### src/rtl/part_buf_packer.sv
// part_buf_packer
//   Packs a stream of PART_W-bit parts into DATA_W-bit words. A word is
//   emitted after PARTS parts, or earlier when a part arrives with in_last.
//   A partial word is zero-padded above its last part and tagged with its
//   part count. Each completed word is registered, so there is no
//   combinational path from input to output data.
//
// Ports
//   clk        rising-edge clock
//   rst        synchronous active-high reset (priority over handshakes)
//   in_valid   part offered
//   in_ready   packer can take the offered part this cycle
//   in_data    part payload (PART_W bits)
//   in_last    offered part closes the current word
//   out_valid  packed word available
//   out_ready  consumer takes the word
//   out_data   packed word, part 0 in bits [PART_W-1:0]
//   out_parts  number of valid parts in out_data (1..PARTS)
module part_buf_packer #(
  parameter  int unsigned DATA_W = 24,
  parameter  int unsigned PARTS  = 8,
  localparam int unsigned PART_W = DATA_W / PARTS,
  localparam int unsigned CNT_W  = $clog2(PARTS + 1)
) (
  input  logic              clk,
  input  logic              rst,
  input  logic              in_valid,
  output logic              in_ready,
  input  logic [PART_W-1:0] in_data,
  input  logic              in_last,
  output logic              out_valid,
  input  logic              out_ready,
  output logic [DATA_W-1:0] out_data,
  output logic [CNT_W-1:0]  out_parts
);

  generate
    if (DATA_W % PARTS != 0) begin : g_bad_parts
      $error("part_buf_packer: DATA_W must be a multiple of PARTS");
    end
  endgenerate

  logic [DATA_W-1:0] acc;
  logic [CNT_W-1:0]  cnt;
  logic              closes;
  logic              accept;
  logic              complete;
  logic [DATA_W-1:0] merged;

  // The offered part would finish the word in progress.
  assign closes   = (cnt == CNT_W'(PARTS - 1)) || in_last;

  // Only a completing part needs the output register; anything else
  // just goes into the accumulator.
  assign in_ready = !(closes && out_valid && !out_ready);
  assign accept   = in_valid && in_ready;
  assign complete = accept && closes;

  // acc is zero above the parts already placed, so OR-ing the new part
  // in at its slot leaves everything above it zero.
  always_comb begin
    merged = acc | (DATA_W'(in_data) << (32'(cnt) * PART_W));
  end

  always_ff @(posedge clk) begin
    if (rst) begin
      acc       <= '0;
      cnt       <= '0;
      out_valid <= 1'b0;
      out_data  <= '0;
      out_parts <= '0;
    end else begin
      if (accept) begin
        if (closes) begin
          out_data  <= merged;
          out_parts <= cnt + CNT_W'(1);
          acc       <= '0;
          cnt       <= '0;
        end else begin
          acc <= merged;
          cnt <= cnt + CNT_W'(1);
        end
      end
      // A word loaded on the same edge as a drain keeps out_valid high.
      if (complete) begin
        out_valid <= 1'b1;
      end else if (out_ready) begin
        out_valid <= 1'b0;
      end
    end
  end

endmodule
### config.mk
export PLATFORM = sky130hd
export DESIGN_NAME = part_buf_packer
export DESIGN_NICKNAME = d
export VERILOG_FILES = /design/src/rtl/part_buf_packer.sv
export SDC_FILE = /design/constraint.sdc
export NUM_CORES = 1
export LEC_CHECK = 0
export CAP_MARGIN = 5
export CORE_ASPECT_RATIO = 1.2
export CORE_MARGIN = 2
export CORE_UTILIZATION = 43
export DETAILED_ROUTE_END_ITERATION = 6
export PLACE_DENSITY = 0.78
export SETUP_SLACK_MARGIN = 0.4
export SLEW_MARGIN = 10
export SYNTH_ARGS = -nofsm -noshare
export SYNTH_HDL_FRONTEND = slang
export SYNTH_SLANG_ARGS = --single-unit
### constraint.sdc
create_clock -name clk -period 1.7 [get_ports clk]
set_clock_uncertainty 0.15 [all_clocks]
set_input_delay 0.34 -clock clk [delete_from_list [all_inputs] [get_ports clk]]
set_output_delay 0.34 -clock clk [all_outputs]
set_load 0.03 [all_outputs]
# Word-level counts from Yosys, hierarchy flattened
# Index checks and enable logic that the tools add are counted.
[totals]
register_bits = 57
latch_bits = 0
ram_bits = 0
mem_bits_ro = 0
out_inout_bits = 30
wordCells = 23
n_memories = 0
[classes]
add_sub_neg = 1
mul = 1
n_div = 0
magnitude_cmp = 0
eq_ne = 1
shift = 1
muxes = 4
bitwise_logic = 1
n_reduce_logical = 9
[op_table]
columns = ["op", "count"]
rows = [
  ["24-bit 2-to-1 mux", 1],
  ["24-bit OR", 1],
  ["3-bit by 6-bit << shifter with 24-bit output", 1],
  ["4-bit by 2-bit multiplier with 6-bit output (second input constant)", 1],
  ["4-bit by 1-bit adder with 4-bit output (second input constant)", 1],
  ["4-bit by 3-bit == test with 1-bit output (second input constant)", 1],
  ["1-bit logical AND", 4],
  ["4-bit 2-to-1 mux", 1],
  ["1-bit zero test", 2],
  ["1-bit 2-to-1 mux", 2],
  ["2-bit AND reduction", 1],
  ["2-bit nonzero test", 1],
  ["1-bit logical OR", 1],
]

# Logic depth before layout (Yosys ltp)
[logic_depth]
word_depth = 8
mapped_depth = 7
mapped_depth_nobuf = 5

# Worst setup path before layout
# Ideal clock, no wire load.
[synth_path]
path_kind = "register to register"
startpoint = "register cnt[1]"
endpoint = "register out_data[10]"
setup_time_ns = 0.078
t_arrival_ns = 1.560
setup_slack_ns = -0.089
stages_incl_launch_ff = 8
period_less_slack_ns = 1.789
path_cell_list = "dfxtp_1 -> ha_1 -> nand3b_1 -> a211oi_2 -> buf_4 -> buf_2 -> nor2_1 -> nor3_1"
[synth_via]
elab_chain_cells = 7
[synth_lines]
columns = ["item", "line", "source"]
rows = [
  ["start: declaration", "44", "logic [CNT_W-1:0] cnt;"],
  ["start signal: assignment", "81", "cnt <= cnt + CNT_W'(1);"],
  ["parallel branches: the longest is 7 deep, another holds 4-bit by 2-bit multiplier with 6-bit output", "n/a", ""],
  ["end signal: assignment", "75", "out_data <= merged;"],
  ["end: declaration", "33", "output logic [DATA_W-1:0] out_data,"],
]
# Parallel ways; which one is timed is not known.
# A chain may end at the register's enable or synchronous reset.

# Final worst setup path
[layout_path]
startpoint = "register cnt[0]"
endpoint = "register out_data[11]"
# Same word-level chain as after synthesis.

==> summary.md <==
| Metric | Value |
|---|---|
| Outcome | complete, but fails checks |
| Violated checks | setup timing |
| Number of library cell types mapped by synthesis | 38 |
| Antenna fix cells | 0 |
| Area of the core | between 0.005 and 0.006 mm2 |
| Start-to-end type of the worst setup path | flop to flop |
| Crit Reg-Reg Endpoint | out_data[11]$_SDFFE_PP0P_ |
| Share of synthesized cell area in full adder, half adder and majority cells | 0.545% |
| Wire length of the first global-routing pass | 11.0 mm |
| Post-synthesis simple-gate area fraction | 24.4% |
| Number of hold-slack violations in the final timing report | 0 |
| Reg-to-reg critical path startpoint | cnt[0]$_SDFFE_PP0P_ |
| Synth warn | 0 |
| Synth-to-Final Area Change | 85.3% |
| Seq/Total Area, Yosys | 49.7% |
| F_max | 0.525 GHz |
| Fraction of post-synthesis cell area in the top cell type by area | 49.7% |
| Slowest CP cell | dfxtp_2 |
| Number of optimization iterations in the first detailed-route pass | 5 |
| I/O Buffers | 37 |
| Critical path cell sequence | ha_4, nand3b_1, buf_4, a211oi_4, buf_6, buf_8, nor2_4, nor3_2 |
| Setup repair after global routing missed its margin | yes |
| Required time worst endpoint | 1.81 ns |
| Total Negative Setup Slacks | -6.19 ns |
| Wire per inst | ~22 um |
| R2R cell count | 8 |
| Total power draw | 3.47 mW |
| Final-report setup violation count | between 50 and 60 |
| Worst Hold Endpoint | out_parts[1]$_SDFFE_PP0P_ |
| DR iter-0 viols | roughly 250 |
| Synthesized Nets | 266 |
| Mean cell area of the mapped netlist | ~8.9 um2 |
| Die Span Y | roughly 84 um |
| Placer's final routability congestion estimate | 0.866 |
| Transition at the pin with the smallest max-transition slack | 0.493 ns |
| Post-Synthesis Cell Area | roughly 0.0023 mm2 |
| Maximum ir drop on the vdd rail | about 670 uV |
| Full die area | 0.00594 mm2 |
| Sum of overflow across all layers after global routing | 0 |
| Number of buffers created by CTS | 9 |
| CTS sink count | 57 |
| Tmin final | 1.91 ns |
| Syn Inst Count | 257 |
| Endpoint arrival time on the critical path | about 2.0 ns |
| Buffer depth of the longest clock path | 2 |
| Critical-path maximum fanout | 5 |
| Slack of the critical path | -0.205 ns |
| Type of the worst min-delay path | flop to flop |
| Final Cycle Share | 112% |
| Biggest area contributors in the synthesized netlist | dfxtp_1 50%, nor2_1 9.0%, a211oi_1 8.5% |
| Final ANT Viol Nets | 0 |
| Critical Path Start Type | flop |
| Source of the worst hold timing path | out_parts[1]$_SDFFE_PP0P_ |
| Clock edge transition at the registers on the reported setup and hold paths | approximately 0.060 ns |
| Overall die width | 70.7 um |
| Post-synthesis xor/xnor area fraction | 0.763% |
| Residual DRC count | 0 |
| Register-to-register path setup slack | -0.21 ns |
| Largest area contributor in the netlist | dfxtp_1 |
| Via count of the first global-routing pass | 2358 |
| Starting density of the core | about 44% |
| Num rows | 29 |
| Nature of the critical path endpoint | flop |
| Largest net degree at the start of global routing | 25 |
| Io pins | 38 |
| Share of synthesized area spent on multiplexers | less than 1% |
| Clock tree from TritonCTS | done |
| GRT Util Overall | a little under a quarter |
| Pwr dens | 816 mW/mm2 |
| Max-cap check violation count | 0 |
| Dominant combinational cell family by area after synthesis | simple AND/OR/NAND/NOR gates |
| Antenna violations before repair | 0 |
| Worst slew slack as a fraction of its limit | roughly 67% |
| Max-slew violation count | 0 |
| Routed via count | 2630 |
| Detailed-route wire length | 9.31 mm |
| Largest stage delay on the critical path | 0.36 ns |
| Post-synthesis register bit count | 57 |
| Leak Pwr | 1.63 nW |
| Vias per std cell | around 6 |
| Fraction of layout instances using a drive strength above 1 | 67.8% |
| Post-layout net count | 373 |
| Compound-cell area share of the yosys netlist | 18.9% |
| Dpl hpwl | 3.89 mm |
| Source-to-sink clock delay at the later pin of the worst-skew pair | between 0.3 and 0.4 ns |
| Buffer type at the clock tree root | clkbuf_8 |
| Cell depth of the worst min-delay path | 2 |
| H-tree depth reported by CTS | 3 |
-- state kept, by name (all words and copies together), names as in the netlist --
| name | flops |
|---|---|
| acc | 24 |
| cnt | 4 |
| out_data | 24 |
| out_parts | 4 |
| out_valid | 1 |
-- routing by layer --
| layer | track usage, % | up-vias | part of all wire (%) |
|---|---|---|---|
| met5 | 0 | - | 0 |
| met3 | 5.31 | 53 | 7.2 |
| met2 | 39.3 | 163 | 49 |
| li1 | - | 1147 | - |
| met4 | 14.9 | 0 | 5.6 |
| met1 | 26.8 | 1267 | 38 |
-- worst max path at each step --
stage / startpoint / endpoint / slack [ns] / cells past startpoint
floorplan: cnt[1]$_SDFFE_PP0P_ / out_parts[0]$_SDFFE_PP0P_ / 0.03 / 6
global placement: in_last / acc[15]$_SDFFE_PP0P_ / -0.30 / 7
detailed placement: in_valid / out_data[19]$_SDFFE_PP0P_ / -0.38 / 7
CTS: cnt[0]$_SDFFE_PP0P_ / in_ready / -0.12 / 6
global route: cnt[0]$_SDFFE_PP0P_ / out_data[11]$_SDFFE_PP0P_ / -0.26 / 8
finish: cnt[0]$_SDFFE_PP0P_ / out_data[11]$_SDFFE_PP0P_ / -0.21 / 8
-- critical path: cells and delay by family (launching register included) --
family / cells / cell delay [ns]
adders and majority gates: 1 / 0.15
AOI/OAI and AO/OA: 1 / 0.25
and+or+nand+nor: 3 / 0.37
DFF: 1 / 0.36
buffers and inverters: 3 / 0.53
-- through the flow --
| step | instance area [um2] | util, % | setup WS, ns | cells | hold WS, ns |
|---|---|---|---|---|---|
| global route | 4260 | 81.4 | -0.255 | 431 | 0.344 |
| CTS | 3500 | 67.1 | -0.125 | 405 | 0.314 |
| detailed placement | 3010 | 57.6 | -0.385 | 377 | 0.306 |
| finish | 4260 | 81.4 | -0.205 | 431 | 0.321 |
| floorplan | 2350 | - | 0.0340 | 257 | 0.288 |
| global placement | 3010 | 57.6 | -0.301 | 377 | 0.297 |
-- where the power goes --
| part | leakage [nW] | internal [mW] | switching (mW) |
|---|---|---|---|
| sequential | 0.478 | 1.39 | 0.0431 |
| combinational | 1.05 | 0.345 | 0.400 |
| clock | 0.102 | 0.705 | 0.588 |
| total | 1.63 | 2.44 | 1.03 |
-- synthesized netlist by cell type --
| library cell | n |
|---|---|
| dfxtp_1 | 57 |
| nor2_1 | 55 |
| a211oi_1 | 26 |
| nor3_1 | 25 |
| a31oi_1 | 15 |
| a21oi_1 | 12 |
| clkbuf_1 | 8 |
| buf_2 | 7 |
| nand2_1 | 7 |
| nor2b_1 | 5 |
| nor4b_2 | 5 |
| nand2b_1 | 3 |
| and3b_1 | 2 |
| buf_4 | 2 |
| inv_1 | 2 |
| inv_2 | 2 |
| nand3_1 | 2 |
| nor4_1 | 2 |
| a211oi_2 | 1 |
| a22oi_1 | 1 |
| a31o_1 | 1 |
| buf_1 | 1 |
| buf_6 | 1 |
| ha_1 | 1 |
| mux2_2 | 1 |
| mux2i_1 | 1 |
| nand3b_1 | 1 |
| nor3_2 | 1 |
| nor4b_1 | 1 |
| nor4bb_1 | 1 |
| o2111ai_1 | 1 |
| o211ai_1 | 1 |
| o211ai_4 | 1 |
| o21ai_0 | 1 |
| o22ai_1 | 1 |
| o31ai_1 | 1 |
| xnor2_1 | 1 |
| xor2_1 | 1 |
-- layout by cell type, fill, tap and decap left out, types with 2 or more instances in the layout --
cell,Yosys,final
buf_4,2,58
buf_6,1,40
nor2_4,0,28
dfxtp_2,0,27
dfxtp_1,57,26
nor2_1,55,21
a211oi_2,1,16
nor3_2,1,15
nor3_1,25,11
a31oi_1,15,10
a21oi_1,12,10
clkbuf_8,0,10
a211oi_1,26,9
nor2_2,0,6
nand2_4,0,4
nor2b_1,5,4
clkinv_2,0,4
buf_12,0,4
clkdlybuf4s50_1,0,4
dfxtp_4,0,4
a31oi_4,0,3
nor4b_2,5,3
buf_8,0,3
clkbuf_16,0,3
inv_1,2,2
nor4_1,2,2
and3b_2,0,2
inv_2,2,2
a211oi_4,0,2
nand2_1,7,2
a21oi_2,0,2
nand2b_1,3,2
nand3_1,2,2
a31oi_2,0,2
nor4b_4,0,2
dlygate4sd2_1,0,2
-- timing repair --
| item | 4_1_cts | 5_1_grt |
|---|---|---|
| hold buffers | 0 | 0 |
| resized for setup | 260 | 123 |
| pin swaps | 12 | 47 |
| setup endpoints to repair | 86 | 86 |
| gates cloned | 0 | 8 |
| buffers inserted | 12 | 18 |
-- layout make-up --
cell class / count / area (um2)
tap: 62 / 77.6
inverter: 4 / 15.0
multi-input combinational: 177 / 1620
timing repair buffer: 115 / 1160
clock buffer: 10 / 138
sequential: 57 / 1190
fill: 275 / 970
clock inverter: 6 / 57.6
-- logic make-up after synthesis --
family / count (synthesis)
simple gates: 110
compound gates: 62
flops: 57
buf+inv: 23
xor+xnor: 2
mux: 2
fa+ha+maj: 1
Note: power is estimated with default switching activity, not from simulation.
